<file path="config.mk">
export PLATFORM = sky130hd
export DESIGN_NAME = steer_pwm_ctrl
export DESIGN_NICKNAME = d
export VERILOG_FILES = /design/src/rtl/steer_pwm_ctrl.sv
export SDC_FILE = /design/constraint.sdc
export NUM_CORES = 1
export LEC_CHECK = 0
export ABC_AREA = 1
export BUFFER_PORTS_ARGS = -buffer_cell sky130_fd_sc_hd__buf_2
export CAP_MARGIN = 10
export CORE_MARGIN = 5
export CORE_UTILIZATION = 59
export CTS_CLUSTER_SIZE = 25
export DETAILED_ROUTE_END_ITERATION = 16
export GPL_ROUTABILITY_DRIVEN = 0
export PLACE_DENSITY_LB_ADDON = 0.2
export SYNTH_ARGS = -nofsm -noshare
export SYNTH_HDL_FRONTEND = slang
export SYNTH_SLANG_ARGS = --single-unit
</file>
<file path="constraint.sdc">
create_clock -name clk -period 4.4 [get_ports clk]
set_input_delay 1.32 -clock clk [delete_from_list [all_inputs] [get_ports clk]]
set_output_delay 1.32 -clock clk [all_outputs]
set_load 0.01 [all_outputs]
</file>
<file path="src/rtl/steer_pwm_ctrl.sv">
// Line-following motor controller: proportional steering from row centroids, dual PWM outputs,
// lost-line search spin and a strobe watchdog.
module steer_pwm_ctrl #(
    parameter int unsigned IMG_W       = 640,
    parameter int unsigned PWM_BITS    = 8,
    parameter int unsigned BASE_DUTY   = 160,
    parameter int unsigned KP_SHIFT    = 2,
    parameter int unsigned SEARCH_DUTY = 96,
    parameter int unsigned LOST_ROWS   = 64,
    parameter int unsigned WDOG_CYCLES = 1000000
) (
    input  logic                clk,
    input  logic                rst,
    input  logic                enable,
    input  logic                cen_stb,
    input  logic [10:0]         centroid_x,
    input  logic                line_valid,
    input  logic                line_lost,
    output logic                pwm_left,
    output logic                pwm_right,
    output logic                dir_left,
    output logic                dir_right,
    output logic [PWM_BITS-1:0] duty_left,
    output logic [PWM_BITS-1:0] duty_right,
    output logic [1:0]          state,
    output logic signed [11:0]  steer_err
);

    typedef enum logic [1:0] {
        StIdle   = 2'd0,
        StTrack  = 2'd1,
        StSearch = 2'd2,
        StStop   = 2'd3
    } state_e;

    localparam int unsigned LostW = $clog2(LOST_ROWS + 1);
    localparam int unsigned WdogW = (WDOG_CYCLES > 1) ? $clog2(WDOG_CYCLES) : 1;
    localparam logic [LostW-1:0]     LostMax  = LostW'(LOST_ROWS);
    localparam logic [WdogW-1:0]     WdogLast = WdogW'(WDOG_CYCLES - 1);
    localparam logic signed [11:0]   SetPt    = 12'(IMG_W / 2);
    localparam logic signed [13:0]   Base     = 14'(BASE_DUTY);
    localparam logic signed [13:0]   DutyMax  = 14'((2 ** PWM_BITS) - 1);
    localparam logic [PWM_BITS-1:0]  PwmMax   = '1;
    localparam logic [PWM_BITS-1:0]  SrchDuty = PWM_BITS'(SEARCH_DUTY);

    state_e               state_q, state_d;
    logic [LostW-1:0]     lost_q, lost_d, lost_inc;
    logic [WdogW-1:0]     wdog_q, wdog_d;
    logic signed [11:0]   err_q, err_d;
    logic [PWM_BITS-1:0]  pwm_cnt_q;
    logic [PWM_BITS-1:0]  pend_l_q, pend_r_q, pend_l_d, pend_r_d;
    logic                 pend_dl_q, pend_dr_q, pend_dl_d, pend_dr_d;
    logic signed [13:0]   err_ext, delta, sum_l, sum_r;
    logic                 run_q, run_d;

    assign state     = state_q;
    assign steer_err = err_q;
    assign lost_inc  = lost_q + 1'b1;
    assign run_q     = (state_q == StTrack) || (state_q == StSearch);
    assign run_d     = (state_d == StTrack) || (state_d == StSearch);

    function automatic logic [PWM_BITS-1:0] clamp_duty(input logic signed [13:0] v);
        if (v < 0) begin
            return '0;
        end else if (v > DutyMax) begin
            return '1;
        end else begin
            return v[PWM_BITS-1:0];
        end
    endfunction

    always_comb begin
        state_d = state_q;
        lost_d  = lost_q;
        wdog_d  = wdog_q;
        err_d   = err_q;
        if (!enable) begin
            state_d = StIdle;
        end else begin
            unique case (state_q)
                StIdle: state_d = StTrack;
                StTrack, StSearch: begin
                    wdog_d = (wdog_q == WdogLast) ? wdog_q : wdog_q + 1'b1;
                    if (cen_stb) begin
                        wdog_d = '0;
                        if (line_valid) begin
                            err_d   = $signed({1'b0, centroid_x}) - SetPt;
                            lost_d  = '0;
                            state_d = StTrack;
                        end else if (line_lost) begin
                            if (lost_q != LostMax) begin
                                lost_d = lost_inc;
                            end
                            if (state_q == StTrack && lost_inc == LostMax) begin
                                state_d = StSearch;
                            end
                        end
                    end else if (wdog_q == WdogLast) begin
                        state_d = StStop;
                    end
                end
                default: state_d = StStop;
            endcase
        end
        if (state_d == StIdle) begin
            lost_d = '0;
            wdog_d = '0;
        end
    end

    // Pending duty follows the registered error, one clock behind it.
    always_comb begin
        err_ext   = {{2{err_q[11]}}, err_q};
        delta     = err_ext >>> KP_SHIFT;
        sum_l     = Base + delta;
        sum_r     = Base - delta;
        pend_l_d  = '0;
        pend_r_d  = '0;
        pend_dl_d = 1'b0;
        pend_dr_d = 1'b0;
        if (state_q == StTrack) begin
            pend_l_d  = clamp_duty(sum_l);
            pend_r_d  = clamp_duty(sum_r);
            pend_dl_d = 1'b1;
            pend_dr_d = 1'b1;
        end else if (state_q == StSearch) begin
            pend_l_d  = SrchDuty;
            pend_r_d  = SrchDuty;
            pend_dl_d = ~err_q[11];
            pend_dr_d = err_q[11];
        end
    end

    always_ff @(posedge clk or posedge rst) begin
        if (rst) begin
            state_q    <= StIdle;
            lost_q     <= '0;
            wdog_q     <= '0;
            err_q      <= '0;
            pend_l_q   <= '0;
            pend_r_q   <= '0;
            pend_dl_q  <= 1'b0;
            pend_dr_q  <= 1'b0;
            pwm_cnt_q  <= '0;
            duty_left  <= '0;
            duty_right <= '0;
            dir_left   <= 1'b0;
            dir_right  <= 1'b0;
            pwm_left   <= 1'b0;
            pwm_right  <= 1'b0;
        end else begin
            state_q   <= state_d;
            lost_q    <= lost_d;
            wdog_q    <= wdog_d;
            err_q     <= err_d;
            pend_l_q  <= pend_l_d;
            pend_r_q  <= pend_r_d;
            pend_dl_q <= pend_dl_d;
            pend_dr_q <= pend_dr_d;
            if (run_q && run_d) begin
                pwm_cnt_q <= pwm_cnt_q + 1'b1;
                // Duties swap only at period end so each period uses one consistent duty.
                if (pwm_cnt_q == PwmMax) begin
                    duty_left  <= pend_l_q;
                    duty_right <= pend_r_q;
                    dir_left   <= pend_dl_q;
                    dir_right  <= pend_dr_q;
                end
                pwm_left  <= pwm_cnt_q < duty_left;
                pwm_right <= pwm_cnt_q < duty_right;
            end else begin
                pwm_cnt_q  <= '0;
                duty_left  <= '0;
                duty_right <= '0;
                dir_left   <= 1'b0;
                dir_right  <= 1'b0;
                pwm_left   <= 1'b0;
                pwm_right  <= 1'b0;
            end
        end
    end

endmodule
</file>
==> results.yml <==
power_and_ir_drop:
  power_frac_seq_pct: 36.6
  clkPwrFrac_pct: 19.5
  power_frac_comb_pct: 43.9
  ir_worst_vdd_uv: 311
  switchingPower_w: 0.00138
  leakage_power_summed_over_all_cells_nw: 2.72
  pwr_density_cell_mw_per_mm2: 577
  switching_share_pct: 43.8
  cell_internal_pwr_w: 0.00177
timing:
  timing_worst_slew_pin_value_ps: 884
  fin_hold_ws_ps: 488
  timing.clock.skew_ps: 15.6
  max_freq_mhz: 289
  period_minus_slack_ps: 3460
  timing_max_transition_violations_final: 0
  slew-limit-headroom_pct: 41.0
  period_share_pct: 78.7
  grt_setup_unrepaired: "no"
  finalSetupTns_ps: 0
  timing_hold_violations_final: 0
  setup_viol: 0
critical_path:
  worst_setup_path_start_kind: "input pin"
  crit_slowest_cell: "inv_2"
  timing.rr.start: "wdog_q[0]"
  setup.worst_path.end_class: "flop"
  endpoint_of_the_worst_slack_reg_to_reg_timing_path: "wdog_q[12]"
  path_common_cell: "nand2_1"
  worst_setup_slack_for_register_to_register_paths_ps: 970
  critPathLaunch: "line_lost"
  arrival_time_at_the_worst_endpoint_ps: 3720
  worst_path_largest_cell_delay_ps: 290
  worst_r2r_path_depth: 19
  worstPathCellList: "buf_2 -> nand4_1 -> nor3_1 -> nand2_1 -> nand2_1 -> nand2_1 -> nand2_1 -> nand3_1 -> ha_1 -> nor2_1 -> nor2_1 -> inv_1 -> nand2_2 -> inv_2 -> o21ai_0 -> nand2_1 -> nor2_1"
  worst-endpoint-required_ps: 4660
  setup.worst_path.class: "in -> reg"
  critical_path_buf_inv_count: 3
  worst-path-max-fanout: 20
  path_delay_family: "simple AND/OR/NAND/NOR gates"
synth:
  ys_warns: 0
  ys_seq_area_share_pct: 44.7
  ys_async_sr_fraction_pct: 100
  syn_area_mm2: 0.00487
  post_synthesis_area_per_instance_um2: 7.99
  yosys_most_used_dff: "dfrtp_1"
  yosysUniqueCellTypes: 37
  ys_seq_elements: 87
  synth_largest_area_cell: "dfrtp_1"
  synth.top_cells.by_area: "dfrtp_1 45%, nand2_1 8.5%, ha_1 8.2%"
  yosysTopAreaCellShare_pct: 44.7
  syn_nets: 659
  synthCells: 610
  synth_enable_flop_cells: 0
grt:
  globalRouteMet2Util_pct: 37.2
  antenna_found_initial: 0
  globalRouteMet3Util_pct: 4.78
  grt_start_max_net_pins: 53
  first_global_vias: 4202
  grt_first_pass_wirelength_um: 19000
  grt_most_used_layer: "met2"
  grt_overflow: 0
  track_usage_pct: 23.0
  use_met1_pct: 31.0
die:
  floorplan.die.height_um: 101
  die_width_um: 101
  core_area_mm2: 0.00813
  io-pin-count: 51
  start_util_pct: 59.9
  die_area_mm2: 0.0102
  row_count: 33
run:
  max_cap_viol_count: 0
clock_tree:
  tritoncts: "done"
  htree_num_levels: 3
  cts.root.buffer_cell: "clkbuf_8"
  clk-insertion-delay-late_ps: 360
  clk_path_buf_depth: 2
  cts_hold_buffers: 0
  worst_setup_hold_path_clk_slew_ps: 90
  count_of_buffers_added_by_post_cts_timing_repair_for_setup: 0
  numCtsBuffers: 9
  cts.repair.resized: 0
  clock_sinks: 87
route:
  dr_total_vias: 4269
  detail_route.wl_per_cell_um: 14.2
  post-route-drc-count: 0
  vias_per_cell: 5.50
  first_iteration_detailed_routing_drc_count: 193
  antenna_violating_nets_post_route: 0
  drt-total-wl_um: 11000
  drt_first_pass_iters: 5
hold_path:
  holdPathEnd: "duty_right[0]"
  worst_hold_path_type: "reg -> reg"
  min_path_cells: 2
  hp-start: "pend_r_q[0]"
finish:
  antenna_cells: 0
  synthToLayoutAreaGrowth_pct: 12.0
  final_area_mm2: 0.00546
  fraction_of_final_layout_cells_with_drive_strength_greater_than_1_pct: 13.0
  final_nets: 715
  num-fill-cells: 665
place:
  dpl_cell_area_mm2: 0.00524
  io_buffer_count: 50
  dpl.hpwl_um: 8230
run_status:
  outcome: "complete, no violations"
## worst min-delay path: cells and delay by family, from the launching register on
kind,cells,cell delay [ps]
AND/OR/NAND/NOR,1,60
AO/OA/AOI/OAI,1,60
flip-flops,1,330
## per-layer routing
metal / part of all wire (%) / up-vias / routed length (um)
li1: - / 2109 / -
met1: 45 / 1994 / 5000
met2: 46 / 148 / 5060
met3: 6.9 / 18 / 758
met4: 1.7 / 0 / 189
met5: 0 / - / 0
## power groups by stage
| stage | Clock (W) | Sequential, W | Combinational (W) |
|---|---|---|---|
| floorplan | 0 | 0.00119 | 0.000932 |
| global placement | 0 | 0.00116 | 0.00132 |
| detailed placement | 0 | 0.00117 | 0.00136 |
| CTS | 0.000627 | 0.00115 | 0.00137 |
| global route | 0.000653 | 0.00118 | 0.00158 |
| finish | 0.000614 | 0.00115 | 0.00138 |
## metrics by stage
step / util, % / power, W / worst slack [ps] / instances
after global routing: 67.1 / 0.00342 / 662 / 776
after detailed placement: 64.4 / 0.00253 / 671 / 760
after CTS: 67.1 / 0.00315 / 1030 / 776
after global placement: 64.4 / 0.00248 / 785 / 760
after floorplan: - / 0.00212 / 830 / 610
final: 67.1 / 0.00315 / 938 / 776
## layout by cell type (no fill, tap or decap), drive strengths merged, types with 3 or more instances in the layout
| master | n |
|---|---|
| a21oi | 32 |
| clkbuf | 9 |
| nand3 | 62 |
| nor3 | 10 |
| ha | 32 |
| inv | 90 |
| clkinv | 7 |
| dfrtp | 87 |
| nand2 | 114 |
| o21a | 3 |
| nor2 | 59 |
| o21ai | 58 |
| xor2 | 13 |
| nand4 | 18 |
| buf | 56 |
## kinds of logic (layout without fill, tap and decap cells)
group | count (synthesis) | in the layout | share of synthesized area (%)
buf+inv | 103 | 164 | 8.40
flops | 87 | 87 | 44.7
mux | 2 | 2 | 0.462
xor+xnor | 15 | 15 | 2.70
simple gates | 267 | 267 | 24.1
compound gates | 104 | 104 | 11.5
fa+ha+maj | 32 | 32 | 8.22
## worst max-delay path by stage
stage,end,slack (ps),cells after the start
after global placement,wdog_q[12],790,18
after CTS,wdog_q[12],1030,18
after detailed placement,wdog_q[12],670,17
after global routing,wdog_q[12],660,18
final,wdog_q[12],940,17
after floorplan,dir_left,830,1
## area by class of cell
type	instances	area [um^2]	share of cell area (%)
multi-input cells	420	2290	41.9
flip-flops and latches	87	2180	39.9
repair buffers	56	295	5.41
inverters	92	347	6.35
well taps	105	131	2.41
clock buffers	9	124	2.27
clock inverters	7	96.3	1.77
## cells in the mapped netlist (2+ instances only)
cell,instances
nand2_1,110
inv_1,88
dfrtp_1,87
nand3_1,62
nor2_1,57
o21ai_0,56
a21oi_1,32
ha_1,32
nand4_1,18
xor2_1,13
nor3_1,9
clkbuf_1,5
nand2_2,4
buf_2,3
o21a_1,3
a31oi_1,2
buf_6,2
clkinv_1,2
inv_2,2
mux2_2,2
o211ai_1,2
o21ai_1,2
o22ai_1,2
xnor2_1,2
## state kept, by name (all words and copies together), names as in the netlist
signal,cells
dir_left,1
dir_right,1
duty_left,8
duty_right,8
lost_q,7
pend_dl_q,1
pend_dr_q,1
pend_l_q,8
pend_r_q,8
pwm_cnt_q,8
pwm_left,1
pwm_right,1
state,2
steer_err,12
wdog_q,20
No activity file was read; power rests on OpenSTA's default activity.
